===== src/rtl/mc_ctrl_pkg.sv =====
`default_nettype none
// ============================================================================
// Module   : mc_pkg
// Brief    : Shared types and constants for the multicycle control sequencer.
// Revision : 1.0
// ============================================================================
package mc_pkg;

    typedef enum logic [2:0] {
        IC_ALU     = 3'd0,
        IC_LOAD    = 3'd1,
        IC_STORE   = 3'd2,
        IC_BRANCH  = 3'd3,
        IC_JUMP    = 3'd4,
        IC_MULDIV  = 3'd5,
        IC_ILLEGAL = 3'd7
    } iclass_t;

    typedef enum logic [2:0] {
        ST_RST_IDLE = 3'd0,
        ST_FETCH    = 3'd1,
        ST_DECODE   = 3'd2,
        ST_EXEC     = 3'd3,
        ST_MD_WAIT  = 3'd4,
        ST_MEM      = 3'd5,
        ST_WB       = 3'd6
    } state_t;

    localparam logic [1:0]  PCSRC_PC4 = 2'd0;
    localparam logic [1:0]  PCSRC_BR  = 2'd1;
    localparam logic [1:0]  PCSRC_J   = 2'd2;
    localparam logic [31:0] RESET_PC  = 32'h0040_0000;

    // Encoding 6 (and anything else unlisted) decodes as ILLEGAL.
    function automatic iclass_t decode_class(input logic [2:0] code);
        case (code)
            3'd0:    return IC_ALU;
            3'd1:    return IC_LOAD;
            3'd2:    return IC_STORE;
            3'd3:    return IC_BRANCH;
            3'd4:    return IC_JUMP;
            3'd5:    return IC_MULDIV;
            default: return IC_ILLEGAL;
        endcase
    endfunction

endpackage
`default_nettype wire


===== src/rtl/mc_ctrl_if.sv =====
`default_nettype none
// ============================================================================
// Module   : mc_ctrl_if
// Brief    : Decoder/datapath-facing signal bundle of the control sequencer.
// Revision : 1.0
// ============================================================================
interface mc_ctrl_if;
    logic [2:0]  iclass;
    logic        br_taken;
    logic        md_busy;
    logic        pc_write;
    logic        pc_read;
    logic [1:0]  pc_src;
    logic        ir_write;
    logic        ab_write;
    logic        aluout_write;
    logic        rf_write;
    logic        mem_read;
    logic        mem_write;
    logic        md_start;
    logic        md_err;
    logic        ill_instr;
    logic [31:0] retired;
    logic [2:0]  state;

    modport slave (
        input  iclass, br_taken, md_busy,
        output pc_write, pc_read, pc_src, ir_write, ab_write, aluout_write,
               rf_write, mem_read, mem_write, md_start, md_err, ill_instr,
               retired, state
    );

    modport master (
        output iclass, br_taken, md_busy,
        input  pc_write, pc_read, pc_src, ir_write, ab_write, aluout_write,
               rf_write, mem_read, mem_write, md_start, md_err, ill_instr,
               retired, state
    );
endinterface
`default_nettype wire


===== src/rtl/mc_ctrl_out.sv =====
`default_nettype none
// ============================================================================
// Module   : mc_ctrl_out
// Brief    : Combinational state/class to strobe decoder, incl. retire event.
// Revision : 1.0
// ============================================================================
module mc_ctrl_out
    import mc_pkg::*;
(
    input  var state_t    i_state,
    input  var iclass_t   i_class,
    input  wire logic     i_br_taken,
    input  wire logic     i_md_busy,
    input  wire logic     i_md_last,
    output logic          o_pc_write,
    output logic          o_pc_read,
    output logic [1:0]    o_pc_src,
    output logic          o_ir_write,
    output logic          o_ab_write,
    output logic          o_aluout_write,
    output logic          o_rf_write,
    output logic          o_mem_read,
    output logic          o_mem_write,
    output logic          o_md_start,
    output logic          o_md_err,
    output logic          o_ill_instr,
    output logic          o_retire
);

    always_comb begin
        o_pc_write     = 1'b0;
        o_pc_read      = (i_state != ST_RST_IDLE);
        o_pc_src       = PCSRC_PC4;
        o_ir_write     = 1'b0;
        o_ab_write     = 1'b0;
        o_aluout_write = 1'b0;
        o_rf_write     = 1'b0;
        o_mem_read     = 1'b0;
        o_mem_write    = 1'b0;
        o_md_start     = 1'b0;
        o_md_err       = 1'b0;
        o_ill_instr    = 1'b0;
        o_retire       = 1'b0;
        case (i_state)
            ST_FETCH: begin
                o_mem_read = 1'b1;
                o_ir_write = 1'b1;
                o_pc_write = 1'b1;
            end
            ST_DECODE: begin
                o_ab_write = 1'b1;
                if (i_class == IC_JUMP) begin
                    o_pc_write = 1'b1;
                    o_pc_src   = PCSRC_J;
                    o_retire   = 1'b1;
                end else if (i_class == IC_ILLEGAL) begin
                    o_ill_instr = 1'b1;
                    o_retire    = 1'b1;
                end
            end
            ST_EXEC: begin
                o_aluout_write = 1'b1;
                if (i_class == IC_BRANCH) begin
                    o_pc_write = i_br_taken;
                    o_pc_src   = PCSRC_BR;
                    o_retire   = 1'b1;
                end else if (i_class == IC_MULDIV) begin
                    o_md_start = 1'b1;
                end
            end
            ST_MD_WAIT: begin
                // A busy drop on the last allowed cycle is a normal completion.
                if (!i_md_busy) begin
                    o_retire = 1'b1;
                end else if (i_md_last) begin
                    o_md_err = 1'b1;
                    o_retire = 1'b1;
                end
            end
            ST_MEM: begin
                if (i_class == IC_LOAD) begin
                    o_mem_read = 1'b1;
                end else begin
                    o_mem_write = 1'b1;
                    o_retire    = 1'b1;
                end
            end
            ST_WB: begin
                o_rf_write = 1'b1;
                o_retire   = 1'b1;
            end
            default: ;
        endcase
    end

endmodule
`default_nettype wire


===== src/rtl/mc_ctrl.sv =====
`default_nettype none
// ============================================================================
// Module   : mc_ctrl
// Brief    : Multicycle MIPS control sequencer: state, timeout and retire regs.
// Revision : 1.0
// ============================================================================
module mc_ctrl
    import mc_pkg::*;
#(
    parameter int MD_TIMEOUT = 64
) (
    input  wire logic clk,
    input  wire logic rst,
    mc_ctrl_if.slave  bus
);

    localparam int CW = (MD_TIMEOUT > 1) ? $clog2(MD_TIMEOUT) : 1;
    localparam logic [CW-1:0] c_md_last = CW'(MD_TIMEOUT - 1);

    state_t          r_state;
    state_t          w_next;
    logic [CW-1:0]   r_md_cnt;
    logic [31:0]     r_retired;
    iclass_t         w_class;
    logic            w_md_last;
    logic            w_retire;

    assign w_class   = decode_class(bus.iclass);
    assign w_md_last = (r_md_cnt == c_md_last);

    always_ff @(posedge clk or negedge rst) begin
        if (!rst) begin
            r_state <= ST_RST_IDLE;
        end else begin
            r_state <= w_next;
        end
    end

    always_comb begin
        w_next = r_state;
        case (r_state)
            ST_RST_IDLE: w_next = ST_FETCH;
            ST_FETCH:    w_next = ST_DECODE;
            ST_DECODE: begin
                if (w_class == IC_JUMP || w_class == IC_ILLEGAL) w_next = ST_FETCH;
                else                                             w_next = ST_EXEC;
            end
            ST_EXEC: begin
                case (w_class)
                    IC_LOAD, IC_STORE: w_next = ST_MEM;
                    IC_ALU:            w_next = ST_WB;
                    IC_MULDIV:         w_next = ST_MD_WAIT;
                    default:           w_next = ST_FETCH;
                endcase
            end
            ST_MD_WAIT: begin
                if (!bus.md_busy || w_md_last) w_next = ST_FETCH;
            end
            ST_MEM: w_next = (w_class == IC_LOAD) ? ST_WB : ST_FETCH;
            ST_WB:  w_next = ST_FETCH;
            default: w_next = ST_RST_IDLE;
        endcase
    end

    always_ff @(posedge clk or negedge rst) begin
        if (!rst) begin
            r_md_cnt <= '0;
        end else if (r_state == ST_EXEC) begin
            r_md_cnt <= '0;
        end else if (r_state == ST_MD_WAIT && !w_md_last) begin
            r_md_cnt <= r_md_cnt + 1'b1;
        end
    end

    always_ff @(posedge clk or negedge rst) begin
        if (!rst) begin
            r_retired <= '0;
        end else if (w_retire) begin
            r_retired <= r_retired + 32'd1;
        end
    end

    mc_ctrl_out u_out (
        .i_state        (r_state),
        .i_class        (w_class),
        .i_br_taken     (bus.br_taken),
        .i_md_busy      (bus.md_busy),
        .i_md_last      (w_md_last),
        .o_pc_write     (bus.pc_write),
        .o_pc_read      (bus.pc_read),
        .o_pc_src       (bus.pc_src),
        .o_ir_write     (bus.ir_write),
        .o_ab_write     (bus.ab_write),
        .o_aluout_write (bus.aluout_write),
        .o_rf_write     (bus.rf_write),
        .o_mem_read     (bus.mem_read),
        .o_mem_write    (bus.mem_write),
        .o_md_start     (bus.md_start),
        .o_md_err       (bus.md_err),
        .o_ill_instr    (bus.ill_instr),
        .o_retire       (w_retire)
    );

    assign bus.retired = r_retired;
    assign bus.state   = r_state;

endmodule
`default_nettype wire


===== src/flat_wrapper.sv =====
// flat-port wrapper written by rule: the top's interface ports become plain ports
module mc_ctrl_flat import mc_pkg::*;
#(
    parameter int MD_TIMEOUT = 64
)
  (clk, rst, bus_iclass, bus_br_taken, bus_md_busy, bus_pc_write, bus_pc_read, bus_pc_src, bus_ir_write, bus_ab_write, bus_aluout_write, bus_rf_write, bus_mem_read, bus_mem_write, bus_md_start, bus_md_err, bus_ill_instr, bus_retired, bus_state);
  mc_ctrl_if bus_i ();
  input  wire logic clk;
  input  wire logic rst;
  input wire logic [$bits(bus_i.iclass)-1:0] bus_iclass;
  input wire logic [$bits(bus_i.br_taken)-1:0] bus_br_taken;
  input wire logic [$bits(bus_i.md_busy)-1:0] bus_md_busy;
  output wire logic [$bits(bus_i.pc_write)-1:0] bus_pc_write;
  output wire logic [$bits(bus_i.pc_read)-1:0] bus_pc_read;
  output wire logic [$bits(bus_i.pc_src)-1:0] bus_pc_src;
  output wire logic [$bits(bus_i.ir_write)-1:0] bus_ir_write;
  output wire logic [$bits(bus_i.ab_write)-1:0] bus_ab_write;
  output wire logic [$bits(bus_i.aluout_write)-1:0] bus_aluout_write;
  output wire logic [$bits(bus_i.rf_write)-1:0] bus_rf_write;
  output wire logic [$bits(bus_i.mem_read)-1:0] bus_mem_read;
  output wire logic [$bits(bus_i.mem_write)-1:0] bus_mem_write;
  output wire logic [$bits(bus_i.md_start)-1:0] bus_md_start;
  output wire logic [$bits(bus_i.md_err)-1:0] bus_md_err;
  output wire logic [$bits(bus_i.ill_instr)-1:0] bus_ill_instr;
  output wire logic [$bits(bus_i.retired)-1:0] bus_retired;
  output wire logic [$bits(bus_i.state)-1:0] bus_state;
  assign bus_i.iclass = bus_iclass;
  assign bus_i.br_taken = bus_br_taken;
  assign bus_i.md_busy = bus_md_busy;
  assign bus_pc_write = bus_i.pc_write;
  assign bus_pc_read = bus_i.pc_read;
  assign bus_pc_src = bus_i.pc_src;
  assign bus_ir_write = bus_i.ir_write;
  assign bus_ab_write = bus_i.ab_write;
  assign bus_aluout_write = bus_i.aluout_write;
  assign bus_rf_write = bus_i.rf_write;
  assign bus_mem_read = bus_i.mem_read;
  assign bus_mem_write = bus_i.mem_write;
  assign bus_md_start = bus_i.md_start;
  assign bus_md_err = bus_i.md_err;
  assign bus_ill_instr = bus_i.ill_instr;
  assign bus_retired = bus_i.retired;
  assign bus_state = bus_i.state;
  mc_ctrl #(.MD_TIMEOUT(MD_TIMEOUT)) u_core (.clk(clk), .rst(rst), .bus(bus_i));
endmodule

===== config.mk =====
export PLATFORM = sky130hd
export DESIGN_NAME = mc_ctrl_flat
export DESIGN_NICKNAME = d
export VERILOG_FILES = /design/src/rtl/mc_ctrl_pkg.sv /design/src/rtl/mc_ctrl_if.sv /design/src/rtl/mc_ctrl_out.sv /design/src/rtl/mc_ctrl.sv /design/src/flat_wrapper.sv
export SDC_FILE = /design/constraint.sdc
export NUM_CORES = 1
export LEC_CHECK = 0
export ABC_AREA = 1
export BUFFER_PORTS_ARGS = -buffer_cell sky130_fd_sc_hd__buf_4
export CAP_MARGIN = 20
export CORE_ASPECT_RATIO = 1.1
export CORE_MARGIN = 10
export CORE_UTILIZATION = 40
export CTS_CLUSTER_SIZE = 12
export DETAILED_ROUTE_END_ITERATION = 8
export PLACE_DENSITY = 0.66
export SYNTH_ARGS = -nofsm -noshare
export SYNTH_HDL_FRONTEND = slang
export SYNTH_SLANG_ARGS = --single-unit

===== constraint.sdc =====
create_clock -name clk -period 3.5 [get_ports clk]
set_input_delay 0.525 -clock clk [delete_from_list [all_inputs] [get_ports clk]]
set_output_delay 0.525 -clock clk [all_outputs]
set_load 0.03 [all_outputs]

After elaboration in Yosys (flattened, before gate mapping) --
Cells that the tools add are included.
Word-level totals: bits in registers 41, input port bits 7, output and inout port bits 48, logic and storage cells 71
Cells by class: add/subtract/negate cells 2, equality and inequality tests 19, muxes and demuxes 35, reductions and logical operators 12
Operator list (count):
- one-hot mux 3 bit (6 select lines) | 2
- adder 32 x 1 -> 32 bit (second input constant) | 1
- == test 3 bit (second input constant) | 8
- two-way mux 1 bit | 22
- == test 3 x 2 -> 1 bit (second input constant) | 6
- two-way mux 6 bit | 2
- == test 3 x 1 -> 1 bit (second input constant) | 3
- zero test 3 bit | 3
- one-hot mux 3 bit (3 select lines) | 1
- adder 6 x 1 -> 6 bit (second input constant) | 1
- == test 6 bit (second input constant) | 1
- two-way mux 3 bit | 2
- one-hot mux 1 bit (5 select lines) | 1
- two-way mux 2 bit | 2
- one-hot mux 2 bit (2 select lines) | 1
- OR reduction 2 bit | 2
- one-hot mux 1 bit (3 select lines) | 1
- nonzero test 3 bit | 1
- zero test 1 bit | 2
- logical OR 1 bit | 2
- inequality test 2 x 1 -> 1 bit (second input constant) | 1
- one-hot mux 1 bit (2 select lines) | 1
- nonzero test 2 bit | 1
- logical AND 1 bit | 1

Logic depth before layout (Yosys ltp) --
word-level depth 6, gate-level depth with buffers 10, depth with buffers taken out 10

Hierarchy --
Synthesis repeated with hierarchy kept, for this count alone.
Second synthesis, totals: cells, all modules 338, area, all modules 2563.7 sq um
By module, submodules not included:
- mc_ctrl | times used 1, cells an instance 293, area each 2346.0 sq um
- mc_ctrl_out | times used 1, cells an instance 45, area each 217.7 sq um

Worst setup path after synthesis --
No wires, ideal clock.
path type flip-flop to output port, from reg u_core.r_state[1], in the netlist u_core.bus.state[1], to out bus_pc_write, arrival 2.461 ns, path slack 0.514 ns, cell stages (with the launch flop) 7, buffers on the path 0, path through dfrtp_1 > inv_2 > nor3_2 > inv_1 > nor3_1 > a21oi_1 > o21ai_0
Between the ends: cells in the longest elaborated chain, start to end 2, elaborated cells between the ends (all ways) 4, those cells by class eq/ne (3); mux (1)
Ends and longest elaborated chain:
- start: declaration | RTL line mc_ctrl.sv:20 | state_t r_state;
- start signal: assignment | RTL line mc_ctrl.sv:35 | r_state <= w_next;
- == test 3 x 2 -> 1 bit / == test 3 x 1 -> 1 bit (equally long branches) | RTL line mc_ctrl_out.sv:44 | case (i_state)
- one-hot mux 1 bit (3 select lines) * | RTL line mc_ctrl_out.sv:44
- end: declaration | RTL line flat_wrapper.sv:13 | output wire logic [$bits(bus_i.pc_write)-1:0] bus_pc_write;
Mark *: on every way between the ends. The rest lies on a longest branch, timed or not.

Worst setup path after layout --
from reg u_core.r_state[0], in the netlist u_core.bus.state[0], to out bus_pc_write
Same word-level chain as after synthesis.

==> flow_summary.yaml <==
status:
  status: "completed"
worst_hold_path:
  hold_class: "input pin to asynchronous set/reset pin"
setup_path:
  path_cells: "nor3_2 -> inv_1 -> nor3_1 -> a21oi_1 -> o21ai_0 -> buf_4"
  cp_num_buf_inv: 2
  required_ns: 2.97
  cp-end-kind: "output port"
  start_kind: "flip-flop"
  cpPeakStageDelay_ns: 0.48
  cpMaxStageDelayCell: "dfrtp_1"
  rr_worst_depth: 8
  r2r_end: "u_core.bus.retired[16]"
  worstReg2RegStart: "u_core.r_md_cnt[0]"
  crit_family: "simple AND/OR/NAND/NOR gates"
  path_max_fanout: 6
  cp.arrival_ns: 1.81
  criticalPathCategory: "flip-flop to output port"
  r2r_setup_slack_ns: 1.48
yosys:
  synthTopCellsByArea: "dfrtp_1, nand2_1, nor2_1"
  ys_seq_elements: 41
  synth_edf_count: 0
  yosys.cell_count.top_type: "nand2_1"
  synth_top_area_share_pct: 35.7
  synth-main-ff-cell: "dfrtp_1"
  synth_cells: 446
  syn_nets: 455
  synth_top_cell_by_area: "dfrtp_1"
  yosysWarnings: 0
  yosysSeqAreaShare_pct: 35.7
  synthArstFlopShare_pct: 100
  netlist_area_um2: 2880
  synth_commonest_cells: "nand2_1, nor2_1, inv_1, dfrtp_1, nand3_1"
  synth.distinct_cells: 28
  synth_area_per_cell_um2: 6.45
grt:
  antenna_found_initial: 0
  first_global_vias: 2865
  grt_pass1_wl_um: 13200
  grt_max_degree: 42
  grt_usage_pct: 14.5
  grt-ovfl-total: 0
floorplanning:
  rows: 32
  die_x_um: 101
  die_area_um2: 11000
  coreArea_um2: 7010
  die_y_um: 109
  initial_core_util_pct: 41.1
  pin_count: 55
sta:
  slew_headroom_pct: 48.0
  finalHoldViolations: 0
  fin_skew_ns: 0.00587
  hold_slack_ns: 0.209
  layout_min_cycle_time_ns: 2.34
  tns_ns: 0
  setup_viol: 0
  fmax_mhz: 428
  drv_slew: 0
  fin_crit_sh_pct: 66.7
  grt_setup_unrepaired: "no"
  worst_pin_slew_ns: 0.779
clocking:
  clkTransAtPathRegs_ns: 0.08
  clk_path_buf_depth: 2
  root_buffer: "clkbuf_8"
  clk_latency_ns: 0.29
  cts_resized: 0
  cts_setup_buffers: 0
  htreeDepth: 2
  numCtsBuffers: 5
  holdBufCountCts: 0
  cts.sinks: 41
  cts_tree: "yes"
cells_and_area:
  drive_above_1_share_pct: 16.1
  seqCellArea_um2: 1030
  num_antenna_cells: 0
  post-route-cell-area_um2: 3400
  final_nets: 510
  final_cells: 587
  fillers: 741
  area_growth_pct: 18.2
  multi_input_area_um2: 1600
power_and_ir_drop:
  ir_worst_vdd_uv: 446
  power_density_nw_per_um2: 487
  p_leak_nw: 1.76
  fin_total_pwr_mw: 1.66
placement:
  place_hpwl_um: 5890
  globalplace.congestion: 0.877
  placed_area_um2: 3320
  io_buffers: 54
  placed_cells: 579
route:
  firstDrtPassIters: 4
  drt_drc_violations_left: 0
  via_per_inst: 4.94
  first_iter_violations: 125
  routed_wl_um: 7710
  final_antenna_net_count: 0
  wl_per_cell_um: 13.1
  vias: 2901
job:
  maxCapViolCount: 0
==> worst register-to-register path: cells and delay by family, from the launching register on <==
family                   cells  cell delay [ns]
AND/OR/NAND/NOR              6             1.18
flip-flops                   1             0.42
adder cells (fa/ha/maj)      1             0.25
AO/OA/AOI/OAI                1             0.11
==> sequential cells by signal (all words and copies together) (netlist names) <==
register,flops
u_core.bus.state,3
u_core.r_md_cnt,6
u_core.bus.retired,32
==> cells by family after synthesis <==
family / count (synthesis) / share of synthesized area, %
simple gates: 319 / 47.0
buf+inv: 53 / 8.66
xor+xnor: 14 / 4.26
flops: 41 / 35.7
fa+ha+maj: 2 / 0.870
compound gates: 17 / 3.57
==> report_power, final <==
group / switching (mW) / internal [mW] / total (mW) / leakage [nW]
clock: 0.164 / 0.142 / 0.306 / 0.0395
sequential: 0.0736 / 0.521 / 0.595 / 0.563
combinational: 0.535 / 0.221 / 0.756 / 1.16
==> worst max path at each step <==
stage | cells after the start | from | endpoint
5_1_grt | 6 | u_core.bus.state[0] | bus_pc_write
2_1_floorplan | 6 | u_core.bus.state[1] | bus_pc_write
6_report | 6 | u_core.bus.state[0] | bus_pc_write
3_5_place_dp | 8 | bus_iclass[2] | u_core.bus.retired[16]
3_3_place_gp | 8 | bus_iclass[2] | u_core.bus.retired[25]
4_1_cts | 6 | u_core.bus.state[0] | bus_pc_write
==> layout by cell type (no fill, tap or decap), types with 5 or more instances in the layout <==
| cell | Yosys | final |
|---|---|---|
| nand2_2 | 6 | 6 |
| xor2_1 | 10 | 10 |
| nand3_1 | 25 | 25 |
| dfrtp_1 | 41 | 41 |
| nor2_1 | 58 | 58 |
| clkbuf_8 | 0 | 5 |
| inv_1 | 43 | 43 |
| buf_4 | 0 | 54 |
| nand2_1 | 212 | 212 |
| a21oi_1 | 6 | 6 |
==> stage by stage <==
stage | worst slack, ns | utilization, %
global placement | 1.48 | 47.4
CTS | 1.15 | 48.5
floorplan | 0.514 | -
global route | 0.982 | 48.5
detailed placement | 1.41 | 47.4
finish | 1.16 | 48.5
==> cell type report <==
cell class                      instances  share of cell area (%)
Clock buffer                            8                    2.35
Inverter                               47                    5.33
Multi-Input combinational cell        352                    47.1
Sequential cell                        41                    30.2
Tap cell                               85                    3.13
Timing Repair Buffer                   54                    11.9
==> routing by layer <==
| layer | wire length (um) | up-vias | track usage, % | part of all wire, % |
|---|---|---|---|---|
| met4 | 133 | 0 | 4.14 | 1.7 |
| met2 | 3700 | 75 | 25.6 | 48 |
| li1 | - | 1477 | - | - |
| met1 | 3280 | 1336 | 16.1 | 43 |
| met5 | 0 | - | 0 | 0 |
| met3 | 600 | 13 | 4.81 | 7.8 |
No activity file was read; power rests on OpenSTA's default activity.
